**config.mk**
```make
export PLATFORM = sky130hd
export DESIGN_NAME = apb_req_master
export DESIGN_NICKNAME = d
export VERILOG_FILES = /design/src/rtl/apb_master_pkg.sv /design/src/rtl/apb_timeout_cnt.sv /design/src/rtl/apb_req_master.sv
export SDC_FILE = /design/constraint.sdc
export NUM_CORES = 1
export LEC_CHECK = 0
export BUFFER_PORTS_ARGS = -buffer_cell sky130_fd_sc_hd__buf_2
export CAP_MARGIN = 20
export CORE_MARGIN = 2
export CORE_UTILIZATION = 46
export CTS_BUF_LIST = sky130_fd_sc_hd__clkbuf_4 sky130_fd_sc_hd__clkbuf_8 sky130_fd_sc_hd__clkbuf_16
export CTS_CLUSTER_DIAMETER = 200
export CTS_CLUSTER_SIZE = 28
export DETAILED_ROUTE_END_ITERATION = 7
export HOLD_SLACK_MARGIN = 0.06
export PLACE_DENSITY = 0.82
export SYNTH_ARGS = -nofsm -noshare
export SYNTH_HDL_FRONTEND = slang
export SYNTH_SLANG_ARGS = --single-unit
export TNS_END_PERCENT = 30
```
**constraint.sdc**
```tcl
create_clock -name clk_i -period 2 [get_ports clk_i]
set_input_delay 0.2 -clock clk_i [delete_from_list [all_inputs] [get_ports clk_i]]
set_output_delay 0.2 -clock clk_i [all_outputs]
set_load 0.005 [all_outputs]
```
**src/rtl/apb_master_pkg.sv**
```systemverilog
// Shared types for the APB request master and the bridges built around it.
package apb_master_pkg;

    // Transfer sequencing states; one APB transfer runs IDLE -> SETUP -> ACCESS -> RESP.
    typedef enum logic [1:0] {
        IDLE   = 2'd0,
        SETUP  = 2'd1,
        ACCESS = 2'd2,
        RESP   = 2'd3
    } state_e;

    // Widest data path any APB master in the cluster supports.
    // Narrower masters use the low DATA_WIDTH bits of rdata.
    localparam int APB_MAX_DATA_WIDTH = 64;

    // Response bundle handed back to the requester.
    typedef struct packed {
        logic [APB_MAX_DATA_WIDTH-1:0] rdata;
        logic                          err;
        logic                          timeout;
    } rsp_t;

    // Number of byte-offset address bits covered by one data word.
    function automatic int addr_lsb(input int data_width);
        return $clog2(data_width / 8);
    endfunction

endpackage

```
**src/rtl/apb_timeout_cnt.sv**
```systemverilog
// Counts ACCESS wait cycles and flags the cycle that reaches the abort limit.
module apb_timeout_cnt #(
    parameter int TIMEOUT_CYCLES = 4
) (
    input  logic clk_i,
    input  logic rst_ni,
    input  logic i_clear,
    input  logic i_enable,
    output logic o_expired
);

    localparam int            CW    = $clog2(TIMEOUT_CYCLES + 1);
    localparam logic [CW-1:0] LIMIT = CW'(TIMEOUT_CYCLES);
    localparam logic [CW-1:0] LAST  = CW'(TIMEOUT_CYCLES - 1);

    logic [CW-1:0] r_count;

    // Wait-cycle counter: cleared per transfer, saturates at the limit instead of wrapping.
    always_ff @(posedge clk_i or negedge rst_ni) begin
        if (!rst_ni) begin
            r_count <= '0;
        end else if (i_clear) begin
            r_count <= '0;
        end else if (i_enable && (r_count != LIMIT)) begin
            r_count <= r_count + CW'(1);
        end
    end

    // Expired in the wait cycle whose increment brings the count to the limit.
    assign o_expired = i_enable && (r_count >= LAST);

endmodule

```
**src/rtl/apb_req_master.sv**
```systemverilog
// APB3 initiator: turns one valid/ready request into one SETUP+ACCESS transfer
// and returns the result on a valid/ready response channel.
module apb_req_master
    import apb_master_pkg::*;
#(
    parameter int ADDR_WIDTH     = 32,
    parameter int DATA_WIDTH     = 32,
    parameter int TIMEOUT_CYCLES = 0
) (
    input  logic                  clk_i,
    input  logic                  rst_ni,
    input  logic                  req_valid_i,
    output logic                  req_ready_o,
    input  logic [ADDR_WIDTH-1:0] req_addr_i,
    input  logic                  req_write_i,
    input  logic [DATA_WIDTH-1:0] req_wdata_i,
    output logic                  rsp_valid_o,
    input  logic                  rsp_ready_i,
    output logic [DATA_WIDTH-1:0] rsp_rdata_o,
    output logic                  rsp_err_o,
    output logic                  rsp_timeout_o,
    output logic [ADDR_WIDTH-1:0] paddr_o,
    output logic                  pwrite_o,
    output logic [DATA_WIDTH-1:0] pwdata_o,
    output logic                  psel_o,
    output logic                  penable_o,
    input  logic [DATA_WIDTH-1:0] prdata_i,
    input  logic                  pready_i,
    input  logic                  pslverr_i
);

    localparam int ADDR_LSB = addr_lsb(DATA_WIDTH);
    localparam logic [ADDR_WIDTH-1:0] ALIGN_MASK =
        ~((ADDR_WIDTH'(1) << ADDR_LSB) - ADDR_WIDTH'(1));

    state_e                r_state;
    state_e                w_state_next;
    logic [ADDR_WIDTH-1:0] r_paddr,       w_paddr_next;
    logic                  r_pwrite,      w_pwrite_next;
    logic [DATA_WIDTH-1:0] r_pwdata,      w_pwdata_next;
    logic                  r_psel,        w_psel_next;
    logic                  r_penable,     w_penable_next;
    logic                  r_rsp_valid,   w_rsp_valid_next;
    logic [DATA_WIDTH-1:0] r_rsp_rdata,   w_rsp_rdata_next;
    logic                  r_rsp_err,     w_rsp_err_next;
    logic                  r_rsp_timeout, w_rsp_timeout_next;
    logic                  w_expired;

    // Optional wait-cycle watchdog; without it a transfer waits for pready forever.
    generate
        if (TIMEOUT_CYCLES > 0) begin : g_timeout
            logic w_tmo_clear;
            logic w_tmo_enable;
            assign w_tmo_clear  = (r_state == IDLE) && req_valid_i;
            assign w_tmo_enable = (r_state == ACCESS) && !pready_i;
            apb_timeout_cnt #(
                .TIMEOUT_CYCLES (TIMEOUT_CYCLES)
            ) u_timeout_cnt (
                .clk_i     (clk_i),
                .rst_ni    (rst_ni),
                .i_clear   (w_tmo_clear),
                .i_enable  (w_tmo_enable),
                .o_expired (w_expired)
            );
        end else begin : g_no_timeout
            assign w_expired = 1'b0;
        end
    endgenerate

    // Next state and next values of every registered output; hold by default.
    always_comb begin
        w_state_next       = r_state;
        w_paddr_next       = r_paddr;
        w_pwrite_next      = r_pwrite;
        w_pwdata_next      = r_pwdata;
        w_psel_next        = r_psel;
        w_penable_next     = r_penable;
        w_rsp_valid_next   = r_rsp_valid;
        w_rsp_rdata_next   = r_rsp_rdata;
        w_rsp_err_next     = r_rsp_err;
        w_rsp_timeout_next = r_rsp_timeout;
        unique case (r_state)
            IDLE: begin
                if (req_valid_i) begin
                    w_paddr_next   = req_addr_i & ALIGN_MASK;
                    w_pwrite_next  = req_write_i;
                    w_pwdata_next  = req_wdata_i;
                    w_psel_next    = 1'b1;
                    w_penable_next = 1'b0;
                    w_state_next   = SETUP;
                end
            end
            SETUP: begin
                w_penable_next = 1'b1;
                w_state_next   = ACCESS;
            end
            ACCESS: begin
                if (pready_i) begin
                    w_psel_next        = 1'b0;
                    w_penable_next     = 1'b0;
                    w_rsp_valid_next   = 1'b1;
                    w_rsp_rdata_next   = r_pwrite ? '0 : prdata_i;
                    w_rsp_err_next     = pslverr_i;
                    w_rsp_timeout_next = 1'b0;
                    w_state_next       = RESP;
                end else if (w_expired) begin
                    w_psel_next        = 1'b0;
                    w_penable_next     = 1'b0;
                    w_rsp_valid_next   = 1'b1;
                    w_rsp_rdata_next   = '0;
                    w_rsp_err_next     = 1'b1;
                    w_rsp_timeout_next = 1'b1;
                    w_state_next       = RESP;
                end
            end
            RESP: begin
                if (rsp_ready_i) begin
                    w_rsp_valid_next = 1'b0;
                    w_state_next     = IDLE;
                end
            end
            default: begin
                w_state_next = IDLE;
            end
        endcase
    end

    // State and output registers; reset clears the bus and drops any pending response.
    always_ff @(posedge clk_i or negedge rst_ni) begin
        if (!rst_ni) begin
            r_state       <= IDLE;
            r_paddr       <= '0;
            r_pwrite      <= 1'b0;
            r_pwdata      <= '0;
            r_psel        <= 1'b0;
            r_penable     <= 1'b0;
            r_rsp_valid   <= 1'b0;
            r_rsp_rdata   <= '0;
            r_rsp_err     <= 1'b0;
            r_rsp_timeout <= 1'b0;
        end else begin
            r_state       <= w_state_next;
            r_paddr       <= w_paddr_next;
            r_pwrite      <= w_pwrite_next;
            r_pwdata      <= w_pwdata_next;
            r_psel        <= w_psel_next;
            r_penable     <= w_penable_next;
            r_rsp_valid   <= w_rsp_valid_next;
            r_rsp_rdata   <= w_rsp_rdata_next;
            r_rsp_err     <= w_rsp_err_next;
            r_rsp_timeout <= w_rsp_timeout_next;
        end
    end

    assign req_ready_o   = (r_state == IDLE);
    assign paddr_o       = r_paddr;
    assign pwrite_o      = r_pwrite;
    assign pwdata_o      = r_pwdata;
    assign psel_o        = r_psel;
    assign penable_o     = r_penable;
    assign rsp_valid_o   = r_rsp_valid;
    assign rsp_rdata_o   = r_rsp_rdata;
    assign rsp_err_o     = r_rsp_err;
    assign rsp_timeout_o = r_rsp_timeout;

endmodule

```
==> metrics <==
cts bufs inserted 9; TritonRoute pass-1 iters 4; largest cells by area after synthesis dfrtp_1 (61%), mux2_2 (18%), nand2b_1 (4.9%), o21ai_0 (3.9%), nand2_1 (3.2%); Synth top area share 61.3%; Site Rows 34; Final ANT Viol Nets 0; CP required between 2000 and 2500 ps; CTS H-tree lvls 3; Yosys top cell by area dfrtp_1; vias in the first global route 3286; Post-CTS Setup Bufs 0; Leakage Power about 3.0 nW; register area share after synthesis 61.3%; Fin Hold WS between 80 and 90 ps; Mapped Cells about 310; Starting Density a little under half; PortBufs 200; Pwr Density about 1400 nW/µm²; share of layout cells above drive strength 1 ~52%; final slew viol count 0; largest net degree at the start of global routing about 100; layout net count between 600 and 700; worst-path maximum fanout 6; aggregate routed wire length about 9500 µm; DP HPWL 6550 µm; Worst-path clk slew around 100 ps; Net Sw Frac 31.9%; Clock Power Share between 10% and 20%; worst hold path startpoint req_addr_i[7]; first-pass GRT wire length 15200 µm; Routability Congestion ~0.79; Final Hold Viols 0; Clock Root Buffer clkbuf_8; final total power between 8 and 9 mW; clk_skew 17.3 ps; register bit total from synthesis 101; via count about 3200; startpoint types register; Worst VDD drop between 0.7 and 0.8 mV; arrival time at the worst endpoint approximately 1900 ps; sequential power share about 44%; clk sinks about 100; Reg2Reg Launch Point r_state[1]; Synth Cell Area about 4000 µm²; fin crit share 85.0%; Worst Setup SP r_state[1]; Int Pwr about 5.6 mW; post-route cell area ~5800 µm²; setup TNS 0 ps; initial antenna violation count 0; Ant. Diodes 0; Rel. slew slack around 51%; worst hold path type input port to register; die area a little under 10000 µm²; CTS max path bufs 2; DR vias/cell between 4 and 5; fin cells about 660; Switch Pwr 2.63 mW; TritonCTS clock tree built; core region area slightly below 9000 µm²; DIE WIDTH roughly 99 µm; # IOs 206; min Tclk post-route 1700 ps; Place WS 296 ps; CP Capture Type register; grt total ovfl 0; Mapped Avg Cell Area 13.2 µm²; GRT Overall Usage about a fifth; Yosys Warn Count 0; fin util about two thirds; Clk Latency, worst-skew pair 360 ps; Gate power share between 30% and 40%; DRT iter0 DRCs roughly 90; fmax between 500 and 600 MHz; chip height between 90 and 100 µm; worst slew pin tran roughly 740 ps; Placed Cells 611; Layout area overhead 41.5%; crit path kind register to register; Max-cap violations 0; RSZ-0062 raised after global routing false; number of remaining DRC errors 0; Synth cell types 23; Routed WL per cell between 10 and 15 µm; Placed Area 5230 µm²; endpoints failing setup 0; outcome completed; PnR worst setup slack 301 ps
==> cells in the final DEF (no fill, tap or decap) <==
master,instances
clkbuf_8,9
inv_6,1
a22o_1,1
bufinv_16,2
inv_8,1
conb_1,3
buf_2,199
mux2_2,65
o22ai_1,1
mux2i_1,2
mux2_1,1
buf_12,3
o21ai_0,32
buf_4,6
nand2_1,35
nor2b_1,4
a211oi_1,2
dfrtp_1,101
dlygate4sd3_1,38
nor3_4,1
clkinvlp_4,2
inv_1,3
nor2_1,1
ha_1,7
nor3_1,1
nand2_2,1
and2b_1,2
nand2b_1,32
==> cells by family after synthesis <==
group / Yosys count / share of synthesized area [%]
flip-flops: 101 / 61.3
AND/OR/NAND/NOR: 77 / 9.78
multiplexers: 68 / 18.5
AO/OA/AOI/OAI: 36 / 4.62
buffers and inverters: 22 / 3.52
adder cells (fa/ha/maj): 7 / 2.13
other: 1 / 0.0910
==> layer usage <==
metal	vias up	GRT usage (%)	share of wire [%]
met2	123	36.0	53
met3	27	3.90	5.7
met5	-	0	0
met1	1510	21.8	38
li1	1515	-	-
met4	0	8.96	3.4
==> power groups by stage <==
stage               Combinational, mW  Clock (mW)  Sequential, mW
floorplan                        1.70           0            3.66
CTS                              3.28        1.46            3.61
detailed placement               3.22           0            3.64
global placement                 3.10           0            3.57
global route                     3.58        1.55            3.75
finish                           3.23        1.42            3.61
==> timing repair <==
action	CTS	global route
hold buffers	37	1
endpoints found under the hold margin	137	1
gates resized for setup	0	0
==> area by class of cell <==
type	count	area, µm²
Clock buffer	9	124
Inverter	3	11.3
Fill cell	642	2890
Timing Repair Buffer	246	1480
Tap cell	108	135
Sequential cell	101	2530
Multi-Input combinational cell	191	1460
Clock inverter	6	95.1
==> synthesized netlist by cell type (all sizes together) <==
cell / number
nor3: 2
conb: 1
nor2: 1
buf: 14
o21ai: 32
mux2: 66
o22ai: 1
ha: 7
nand2: 36
dfrtp: 101
and2b: 2
mux2i: 2
nor2b: 4
nand2b: 32
a211oi: 2
clkbuf: 5
a22o: 1
inv: 3
==> state kept, by name, indices dropped and copies added, names as in the netlist <==
name / cells
paddr_o: 30
penable_o: 1
psel_o: 1
pwdata_o: 32
pwrite_o: 1
r_state: 2
rsp_err_o: 1
rsp_rdata_o: 32
rsp_valid_o: 1
==> path summary, 6_finish.rpt <==
check | end | slack [ps] | depth (start not counted)
worst max-delay path | r_state[1] | 300 | 5
worst min-delay path | paddr_o[7] | 80 | 2
worst max register to register | r_state[1] | 300 | 5
worst min register to register | rsp_rdata_o[14] | 480 | 2
max in group asynchronous | rsp_rdata_o[31] | 1120 | 3
min in group asynchronous | rsp_rdata_o[11] | 400 | 3
==> critical path: stages, from the launching register on <==
cell,delay [ps]
dfrtp_1,440
inv_1,110
ha_1,260
and2b_1,220
nor3_4,220
mux2_1,340
Power figures use the tool's default switching activity.
